===== src/rtl/ofm_writeback_pkg.sv =====
// Shared constants and FSM encoding for the output-feature-map writeback path.
package ofm_writeback_pkg;

    localparam int unsigned FM_BUFFER_DW      = 32;
    localparam int unsigned FM_BUFFER_AW      = 12;
    localparam int unsigned DEF_W_SIZE        = 8;
    localparam int unsigned DEF_W_CHANNEL     = 6;
    localparam int unsigned OFM_WB_FIFO_DEPTH = 16;

    typedef enum logic [1:0] {
        ST_IDLE  = 2'd0,
        ST_RUN   = 2'd1,
        ST_DRAIN = 2'd2,
        ST_DONE  = 2'd3
    } wb_state_e;

endpackage


===== src/rtl/ofm_writeback_sync_fifo.sv =====
// Synchronous FIFO with head data visible combinationally; push while full is
// accepted only when a pop happens in the same cycle.
module ofm_writeback_sync_fifo #(
    parameter int unsigned WIDTH = 8,
    parameter int unsigned DEPTH = 16
) (
    input  logic                     clk,
    input  logic                     rstn,
    input  logic                     push_i,
    input  logic                     pop_i,
    input  logic [WIDTH-1:0]         wdata_i,
    output logic [WIDTH-1:0]         head_c,
    output logic                     full_c,
    output logic                     empty_c,
    output logic [$clog2(DEPTH):0]   level_o
);

    localparam int unsigned PTR_W = $clog2(DEPTH);
    localparam int unsigned LVL_W = PTR_W + 1;

    logic [WIDTH-1:0] mem_q [DEPTH];
    logic [PTR_W-1:0] wr_ptr_q, wr_ptr_d;
    logic [PTR_W-1:0] rd_ptr_q, rd_ptr_d;
    logic [LVL_W-1:0] level_q, level_d;
    logic             push_ok;
    logic             pop_ok;

    assign empty_c = (level_q == '0);
    assign full_c  = (level_q == LVL_W'(DEPTH));
    assign head_c  = mem_q[rd_ptr_q];
    assign level_o = level_q;

    always_comb begin
        pop_ok  = pop_i && !empty_c;
        push_ok = push_i && (!full_c || pop_ok);
    end

    always_comb begin
        wr_ptr_d = wr_ptr_q;
        rd_ptr_d = rd_ptr_q;
        level_d  = level_q;
        if (push_ok) begin
            wr_ptr_d = wr_ptr_q + PTR_W'(1);
        end
        if (pop_ok) begin
            rd_ptr_d = rd_ptr_q + PTR_W'(1);
        end
        case ({push_ok, pop_ok})
            2'b10:   level_d = level_q + LVL_W'(1);
            2'b01:   level_d = level_q - LVL_W'(1);
            default: level_d = level_q;
        endcase
    end

    always_ff @(posedge clk or negedge rstn) begin
        if (!rstn) begin
            wr_ptr_q <= '0;
            rd_ptr_q <= '0;
            level_q  <= '0;
        end else begin
            wr_ptr_q <= wr_ptr_d;
            rd_ptr_q <= rd_ptr_d;
            level_q  <= level_d;
        end
    end

    // Storage needs no reset: occupancy is tracked by level_q alone.
    always_ff @(posedge clk) begin
        if (push_ok) begin
            mem_q[wr_ptr_q] <= wdata_i;
        end
    end

endmodule


===== src/rtl/ofm_writeback.sv =====
// Absorbs postprocessor words into a skid FIFO, forwards them to the buffer
// manager under valid/ready, and signals completion of each layer.
module ofm_writeback
    import ofm_writeback_pkg::*;
#(
    parameter int unsigned OFM_DW     = FM_BUFFER_DW,
    parameter int unsigned OFM_AW     = FM_BUFFER_AW,
    parameter int unsigned W_SIZE     = DEF_W_SIZE,
    parameter int unsigned W_CHANNEL  = DEF_W_CHANNEL,
    parameter int unsigned FIFO_DEPTH = OFM_WB_FIFO_DEPTH
) (
    input  logic                          clk,
    input  logic                          rstn,
    input  logic                          i_start,
    input  logic [W_SIZE-1:0]             q_width,
    input  logic [W_SIZE-1:0]             q_height,
    input  logic [W_CHANNEL-1:0]          q_channel_out,
    input  logic                          i_pp_data_vld,
    input  logic [OFM_DW-1:0]             i_pp_data,
    input  logic [OFM_AW-1:0]             i_pp_addr,
    output logic                          o_wr_vld,
    output logic [OFM_DW-1:0]             o_wr_data,
    output logic [OFM_AW-1:0]             o_wr_addr,
    input  logic                          i_wr_rdy,
    output logic                          o_busy,
    output logic                          o_done,
    output logic                          o_overflow,
    output logic                          o_err_unexp,
    output logic [$clog2(FIFO_DEPTH):0]   o_fifo_level
);

    localparam int unsigned CNT_W = 2 * W_SIZE + W_CHANNEL;
    localparam int unsigned ENT_W = OFM_DW + OFM_AW;

    wb_state_e          state_q, state_d;
    logic [CNT_W-1:0]   expected_q, expected_d;
    logic [CNT_W-1:0]   in_count_q, in_count_d;
    logic [CNT_W-1:0]   expected_c;

    logic               out_vld_q, out_vld_d;
    logic [OFM_DW-1:0]  out_data_q, out_data_d;
    logic [OFM_AW-1:0]  out_addr_q, out_addr_d;
    logic               overflow_q, overflow_d;
    logic               err_unexp_q, err_unexp_d;
    logic               busy_q, busy_d;
    logic               done_q, done_d;

    logic               start_ok_c;
    logic               run_vld_c;
    logic               drop_c;
    logic               fifo_push_c;
    logic               fifo_pop_c;
    logic               fifo_full_c;
    logic               fifo_empty_c;
    logic [ENT_W-1:0]   fifo_head_c;
    logic [OFM_DW-1:0]  head_data_c;
    logic [OFM_AW-1:0]  head_addr_c;

    assign expected_c  = CNT_W'(q_width) * CNT_W'(q_height) * CNT_W'(q_channel_out);
    assign start_ok_c  = i_start && (state_q == ST_IDLE);
    assign run_vld_c   = i_pp_data_vld && (state_q == ST_RUN);
    // The output stage refills whenever it is empty or is handing off this cycle.
    assign fifo_pop_c  = !fifo_empty_c && (!out_vld_q || i_wr_rdy);
    assign fifo_push_c = run_vld_c && (!fifo_full_c || fifo_pop_c);
    assign drop_c      = run_vld_c && !fifo_push_c;
    assign {head_data_c, head_addr_c} = fifo_head_c;

    ofm_writeback_sync_fifo #(
        .WIDTH (ENT_W),
        .DEPTH (FIFO_DEPTH)
    ) u_fifo (
        .clk     (clk),
        .rstn    (rstn),
        .push_i  (fifo_push_c),
        .pop_i   (fifo_pop_c),
        .wdata_i ({i_pp_data, i_pp_addr}),
        .head_c  (fifo_head_c),
        .full_c  (fifo_full_c),
        .empty_c (fifo_empty_c),
        .level_o (o_fifo_level)
    );

    always_ff @(posedge clk or negedge rstn) begin
        if (!rstn) begin
            state_q    <= ST_IDLE;
            expected_q <= '0;
            in_count_q <= '0;
        end else begin
            state_q    <= state_d;
            expected_q <= expected_d;
            in_count_q <= in_count_d;
        end
    end

    always_comb begin
        state_d    = state_q;
        expected_d = expected_q;
        in_count_d = in_count_q;
        case (state_q)
            ST_IDLE: begin
                if (i_start) begin
                    expected_d = expected_c;
                    in_count_d = '0;
                    state_d    = (expected_c == '0) ? ST_DONE : ST_RUN;
                end
            end
            ST_RUN: begin
                // Dropped words still count so a lossy layer still terminates.
                if (i_pp_data_vld) begin
                    in_count_d = in_count_q + CNT_W'(1);
                    if ((in_count_q + CNT_W'(1)) == expected_q) begin
                        state_d = ST_DRAIN;
                    end
                end
            end
            ST_DRAIN: begin
                if (fifo_empty_c && (!out_vld_q || i_wr_rdy)) begin
                    state_d = ST_DONE;
                end
            end
            ST_DONE:  state_d = ST_IDLE;
            default:  state_d = ST_IDLE;
        endcase
    end

    always_comb begin
        out_vld_d   = out_vld_q;
        out_data_d  = out_data_q;
        out_addr_d  = out_addr_q;
        overflow_d  = overflow_q;
        err_unexp_d = err_unexp_q;
        busy_d      = (state_d == ST_RUN) || (state_d == ST_DRAIN);
        done_d      = (state_q == ST_DONE);
        if (fifo_pop_c) begin
            out_vld_d  = 1'b1;
            out_data_d = head_data_c;
            out_addr_d = head_addr_c;
        end else if (out_vld_q && i_wr_rdy) begin
            out_vld_d = 1'b0;
        end
        if (start_ok_c) begin
            overflow_d  = 1'b0;
            err_unexp_d = 1'b0;
        end
        if (drop_c) begin
            overflow_d = 1'b1;
        end
        if (i_pp_data_vld && (state_q != ST_RUN)) begin
            err_unexp_d = 1'b1;
        end
    end

    always_ff @(posedge clk or negedge rstn) begin
        if (!rstn) begin
            out_vld_q   <= 1'b0;
            out_data_q  <= '0;
            out_addr_q  <= '0;
            overflow_q  <= 1'b0;
            err_unexp_q <= 1'b0;
            busy_q      <= 1'b0;
            done_q      <= 1'b0;
        end else begin
            out_vld_q   <= out_vld_d;
            out_data_q  <= out_data_d;
            out_addr_q  <= out_addr_d;
            overflow_q  <= overflow_d;
            err_unexp_q <= err_unexp_d;
            busy_q      <= busy_d;
            done_q      <= done_d;
        end
    end

    assign o_wr_vld    = out_vld_q;
    assign o_wr_data   = out_data_q;
    assign o_wr_addr   = out_addr_q;
    assign o_overflow  = overflow_q;
    assign o_err_unexp = err_unexp_q;
    assign o_busy      = busy_q;
    assign o_done      = done_q;

endmodule


===== config.mk =====
export PLATFORM = sky130hd
export DESIGN_NAME = ofm_writeback
export DESIGN_NICKNAME = d
export VERILOG_FILES = /design/src/rtl/ofm_writeback_pkg.sv /design/src/rtl/ofm_writeback_sync_fifo.sv /design/src/rtl/ofm_writeback.sv
export SDC_FILE = /design/constraint.sdc
export NUM_CORES = 1
export LEC_CHECK = 0
export ABC_AREA = 0
export BUFFER_PORTS_ARGS = -buffer_cell sky130_fd_sc_hd__buf_2
export CORE_ASPECT_RATIO = 0.8
export CORE_MARGIN = 8
export CORE_UTILIZATION = 25
export CTS_CLUSTER_DIAMETER = 80
export DETAILED_ROUTE_END_ITERATION = 8
export PLACE_DENSITY = 0.43
export SETUP_SLACK_MARGIN = 0.1
export SLEW_MARGIN = 20
export SYNTH_ARGS = -nofsm -noshare
export SYNTH_HDL_FRONTEND = slang
export SYNTH_SLANG_ARGS = --single-unit

===== constraint.sdc =====
create_clock -name clk -period 5.9 [get_ports clk]
set_clock_uncertainty 0.1 [all_clocks]
set_input_delay 0.295 -clock clk [delete_from_list [all_inputs] [get_ports clk]]
set_output_delay 0.295 -clock clk [all_outputs]
set_load 0.005 [all_outputs]

After elaboration in Yosys (flattened, before gate mapping)
Memories as Yosys holds them, arrays and structs flattened. A register that Yosys moved wholly into a read port is not among the register bits.
Cells that the tools add are included.

word-level totals
  register bits after elaboration = 64
  memory bits (writable) = 704
  bits of input ports = 71
  output and inout bits = 54
  memories = 1

memories
  memory        depth  width  read ports  clocked after Yosys merged registers in  write ports  RTL line                       RTL
  u_fifo.mem_q  16     44     1           1                                        1            ofm_writeback_sync_fifo.sv:21  logic [WIDTH-1:0] mem_q [DEPTH];

operators by class
  add/sub/neg operators = 5
  $mul = 2
  equality and inequality tests = 12
  mux-type cells = 17
  reductions and logical operators = 29

operator list
  operator                                                                count
  22-bit 2-to-1 mux                                                       2
  22-bit one-hot mux with 2 select lines                                  1
  22-bit by 1-bit adder with 22-bit output (second input constant)        1
  22-bit equality test                                                    1
  22-bit zero test                                                        1
  16-bit by 6-bit multiplier with 22-bit output                           1
  8-bit by 8-bit multiplier with 16-bit output                            1
  1-bit logical AND                                                       10
  2-bit 2-to-1 mux                                                        5
  5-bit one-hot mux with 2 select lines                                   1
  2-bit nonzero test                                                      5
  4-bit by 1-bit adder with 4-bit output (second input constant)          2
  2-bit equality test (second input constant)                             4
  2-bit one-hot mux with 4 select lines                                   1
  1-bit 2-to-1 mux                                                        7
  2-bit by 1-bit equality test with 1-bit output (second input constant)  3
  5-bit by 1-bit adder with 5-bit output (second input constant)          1
  5-bit equality test (second input constant)                             1
  1-bit zero test                                                         5
  5-bit zero test                                                         1
  5-bit by 1-bit subtractor with 5-bit output (second input constant)     1
  1-bit logical OR                                                        4
  2-bit != test (second input constant)                                   2
  3-bit AND reduction                                                     1
  3 further kinds                                                         3

Longest topological paths before layout
  depth after elaboration = 8
  depth in mapped cells = 33
  gate-level depth less buffers = 32

By module
A second synthesis with hierarchy kept.

unflattened totals
  cells, all modules = 2244
  area total of the unflattened synthesis = 37154.4 sq um

by module, submodules not included
  module                   times used  cells each  area each (sq um)
  ofm_writeback_sync_fifo  1           1182        27216.1
  ofm_writeback            1           1062        9938.3

Worst setup path before layout
No wires, ideal clock.

  path type = in2reg
  start point = input port q_width[0]
  end point = register busy_q (netlist: o_busy)
  setup time = 119 ps
  arrival = 7334 ps
  data required time = 5681 ps
  slack = -1653 ps
  cell stages on the path = 32
  path buffers = 1
  cells stage by stage = clkbuf_1 -> nand2_1 -> fa_1 -> inv_1 -> fa_1 -> ha_1 -> inv_1 -> fa_1 -> inv_1 -> ha_1 -> nor2b_1 -> o21ai_0 -> a21boi_0 -> o21ai_0 -> a211oi_1 -> or4_1 -> nand3_1 -> nand3_1 -> fa_1 -> inv_1 -> fa_1 -> inv_1 -> fa_1 -> inv_1 -> ha_1 -> o21ai_0 -> nand2b_1 -> and3_1 -> a31oi_1 -> xnor2_1 -> or3b_2 -> o21a_1

between the ends
  cells in the longest elaborated chain, start to end = 8

ends and longest elaborated chain
  what                                                                                   RTL line              RTL
  start, declared                                                                        ofm_writeback.sv:15   input logic [W_SIZE-1:0] q_width,
  8-bit by 8-bit multiplier with 16-bit output (*)                                       ofm_writeback.sv:59   assign expected_c = CNT_W'(q_width) * CNT_W'(q_height) * CNT_W'(q_channel_out);
  16-bit by 6-bit multiplier with 22-bit output (*)                                      ofm_writeback.sv:59
  22-bit zero test (*)                                                                   ofm_writeback.sv:104  state_d = (expected_c == '0) ? ST_DONE : ST_RUN;
  2-bit 2-to-1 mux (*)                                                                   ofm_writeback.sv:104
  2-bit 2-to-1 mux (*)                                                                   ofm_writeback.sv:101  if (i_start) begin
  2-bit one-hot mux with 4 select lines (*)                                              ofm_writeback.sv:99   case (state_q)
  2-bit by 1-bit equality test with 1-bit output or 2-bit equality test (tied branches)  ofm_writeback.sv:132  busy_d = (state_d == ST_RUN) || (state_d == ST_DRAIN);
  1-bit logical OR (*)                                                                   ofm_writeback.sv:132
  via busy_d                                                                             ofm_writeback.sv:45   logic busy_q, busy_d;
  end signal, assigned                                                                   ofm_writeback.sv:168  busy_q <= busy_d;
  end, declared                                                                          ofm_writeback.sv:45

The timed path passes the listed nets; every way through them passes the cells marked *.
A chain may end at the register's enable or synchronous reset.

Worst setup path after layout
  start point = input port q_height[3]
  end point = register busy_q (netlist: o_busy)

between the ends
  cells in the longest elaborated chain, start to end = 8

ends and longest elaborated chain
  what                                                                                   RTL line              RTL
  start, declared                                                                        ofm_writeback.sv:16   input logic [W_SIZE-1:0] q_height,
  8-bit by 8-bit multiplier with 16-bit output (*)                                       ofm_writeback.sv:59
  16-bit by 6-bit multiplier with 22-bit output (*)                                      ofm_writeback.sv:59
  22-bit zero test (*)                                                                   ofm_writeback.sv:104
  2-bit 2-to-1 mux (*)                                                                   ofm_writeback.sv:104
  2-bit 2-to-1 mux (*)                                                                   ofm_writeback.sv:101
  2-bit one-hot mux with 4 select lines (*)                                              ofm_writeback.sv:99
  2-bit by 1-bit equality test with 1-bit output or 2-bit equality test (tied branches)  ofm_writeback.sv:132
  1-bit logical OR (*)                                                                   ofm_writeback.sv:132
  via busy_d                                                                             ofm_writeback.sv:45

Marks and branches as above.

==> flow_metrics.tcl <==
set metrics [dict create \
    status "finished, violations left" \
    violations "negative setup slack" \
    met3_usage 0.0218 \
    drc 0 \
    fin_area_um2 45300 \
    synth-seq-area-share 0.649 \
    place.detailed.hpwl_mm 55.5 \
    grt_pass1_vias 21800 \
    hold_violations 0 \
    yosysTopAreaCellShare 0.575 \
    grt_use_met1 0.158 \
    synth_area_leaders "edfxtp_1, mux4_2, dfrtp_1" \
    busiest_layer "met2" \
    period_needed_ns 6.71 \
    cp-end-kind "register" \
    cts_root_buffer "clkbuf_16" \
    die_x_um 445 \
    synth_commonest_cells "edfxtp_1, nand2_1, mux4_2" \
    path_max_fanout 8 \
    antenna_found_initial 5 \
    rsz0062_at_grt "true" \
    dpl-instance-area_um2 41300 \
    drv_cap 0 \
    routed_via_density 4.39 \
    clk_latency_ns 0.65 \
    first_iter_violations 1347 \
    clockBufferDepth 3 \
    postLayoutCoreUtil 0.309 \
    io-pin-count 125 \
    worstSetupPathType "primary input to register" \
    synth_seq_cells 812 \
    wl_per_cell_um 20.3 \
    setup_violations 15 \
    worst_slew_pin_slew_ns 1.03 \
    io_buffers 124 \
    yosysMostFrequentCell "edfxtp_1" \
    grtUsageTotal 0.117 \
    ant_nets 0 \
    min_path_type "primary input to register" \
    synth_top_cell_by_area "edfxtp_1" \
    dieHeight_um 359 \
    cts_tree "done" \
    drive_above_1_share 0.279 \
    clkTransAtPathRegs_ns 0.06 \
    start_kind "primary input" \
    maxSlewViolCount 0 \
    synthesis.nets 2516 \
    area_growth_pct 23.3 \
    cts_buffers 84 \
    dp_slack_ns -1.70 \
    met2_usage 0.198 \
    synth_edf_count 704 \
    syn_area_per_cell_um2 16.1 \
    grt_max_degree 104 \
    final.setup.worst_slack_ns -0.809 \
    syn_inst 2275 \
    nets 2851 \
    syn_area_um2 36700 \
    synth-main-ff-cell "edfxtp_1" \
    synthArstFlopShare 0.133 \
    synth_cell_types 61 \
    clock_sinks 812 \
    slew_headroom 0.314 \
    core_area_um2 147000 \
    grt_pass1_wl_mm 143 \
    die_area_um2 160000 \
    drt_pass1_iterations 5 \
    place_congestion 0.770 \
    cp_data_arrival_time_ns 7.13 \
    start_util 0.250 \
    fin_crit_sh 1.14 \
    grt.overflow.total 0 \
    num_rows 126 \
    cp.required_ns 6.32 \
    ys_warn_count 0 \
    wl_mm 94.9 \
    htree_levels 3 \
    max_freq_mhz 149 \
    vias 20500 \
]
==> layer usage <==
| layer | wire (um) | share of wire |
|---|---|---|
| met1 | 43300 | 0.46 |
| met2 | 46800 | 0.49 |
| met5 | 13 | 0.00014 |
| met4 | 1440 | 0.015 |
| met3 | 3320 | 0.035 |
==> final cells by class <==
cell class,count,area [um2]
diodes,1,2.50
clock buffers,108,2230
clock inverters,50,767
fillers,14400,101000
inverters,133,499
multi-input cells,1234,12800
flip-flops and latches,812,23900
well taps,1984,2480
repair buffers,345,2700
==> metrics by stage <==
stage	TNS [ns]	instances	hold WS, ns
2_1_floorplan	-9.48	2275	-0.101
3_3_place_gp	-19.80	4452	0.229
3_5_place_dp	-20.41	4452	0.233
4_1_cts	-6.53	4664	0.0000657
5_1_grt	-9.82	4666	0.0398
6_report	-6.47	4667	0.0571
==> critical path: stages <==
cell and delay (ns):
buf_4 0.14, and2_4 0.14, fa_1 0.51, inv_2 0.04, fa_1 0.60, fa_1 0.46
fa_1 0.53, inv_2 0.05, ha_4 0.28, inv_2 0.04, o21bai_4 0.17, a211o_1 0.19
a21oi_1 0.09, nand3b_1 0.19, fa_1 0.58, inv_2 0.04, fa_1 0.53, inv_1 0.05
fa_1 0.49, inv_2 0.05, ha_4 0.21, a211o_1 0.26, a21oi_2 0.14, o21ai_1 0.14
a31oi_1 0.21, xnor2_1 0.13, or3b_4 0.38, o21a_1 0.17
==> sequential cells by signal (all words and copies together), names as in the netlist, 2 cells and up <==
register         count
u_fifo.level_o       5
expected_q          22
u_fifo.rd_ptr_q      4
in_count_q          22
u_fifo.wr_ptr_q      4
state_q              2
o_wr_data           32
o_wr_addr           12
u_fifo.mem_q       704
==> cell families (layout without fill, tap and decap cells) <==
kind of cell,Yosys count,count (layout),share of synthesized area
other cells,0,1,0
mux,249,249,0.128
flops,812,812,0.649
simple gates,531,531,0.0679
xor+xnor,70,70,0.0169
compound gates,214,214,0.0371
buf+inv,229,636,0.0242
fa+ha+maj,170,170,0.0771
==> worst paths after layout <==
path | from | depth (start not counted) | slack [ns] | end
max | q_height[3] | 28 | -0.81 | o_busy
min | i_wr_rdy | 5 | 0.06 | o_overflow
max reg2reg | state_q[0] | 8 | 2.33 | u_fifo.mem_q[0][37]
min reg2reg | o_wr_addr[9] | 2 | 0.37 | o_wr_addr[9]
max in group asynchronous | rstn | 3 | 4.10 | u_fifo.level_o[1]
min in group asynchronous | rstn | 2 | 0.17 | o_wr_data[25]
==> cell usage in the layout (no fill, tap or decap), types with 82 or more instances in the layout <==
| master | instances |
|---|---|
| edfxtp_1 | 704 |
| nand2_1 | 231 |
| mux4_2 | 175 |
| buf_4 | 153 |
| inv_1 | 114 |
| buf_2 | 111 |
| dfrtp_1 | 104 |
| fa_1 | 90 |
| clkbuf_16 | 85 |
| and2_1 | 82 |
| o21ai_0 | 82 |
==> repair_timing <==
action | 4_1_cts | 5_1_grt
setup endpoints to repair | 15 | 16
gates cloned | 0 | 0
setup buffers | 10 | 2
hold buffers | 47 | 0
pin swaps | 49 | 26
hold endpoints to repair | 747 | 0
gates resized for setup | 72 | 47
Power is left out: the tool's default activity adds up to more than one toggle a clock period on the data nets, which glitch-free logic cannot reach.
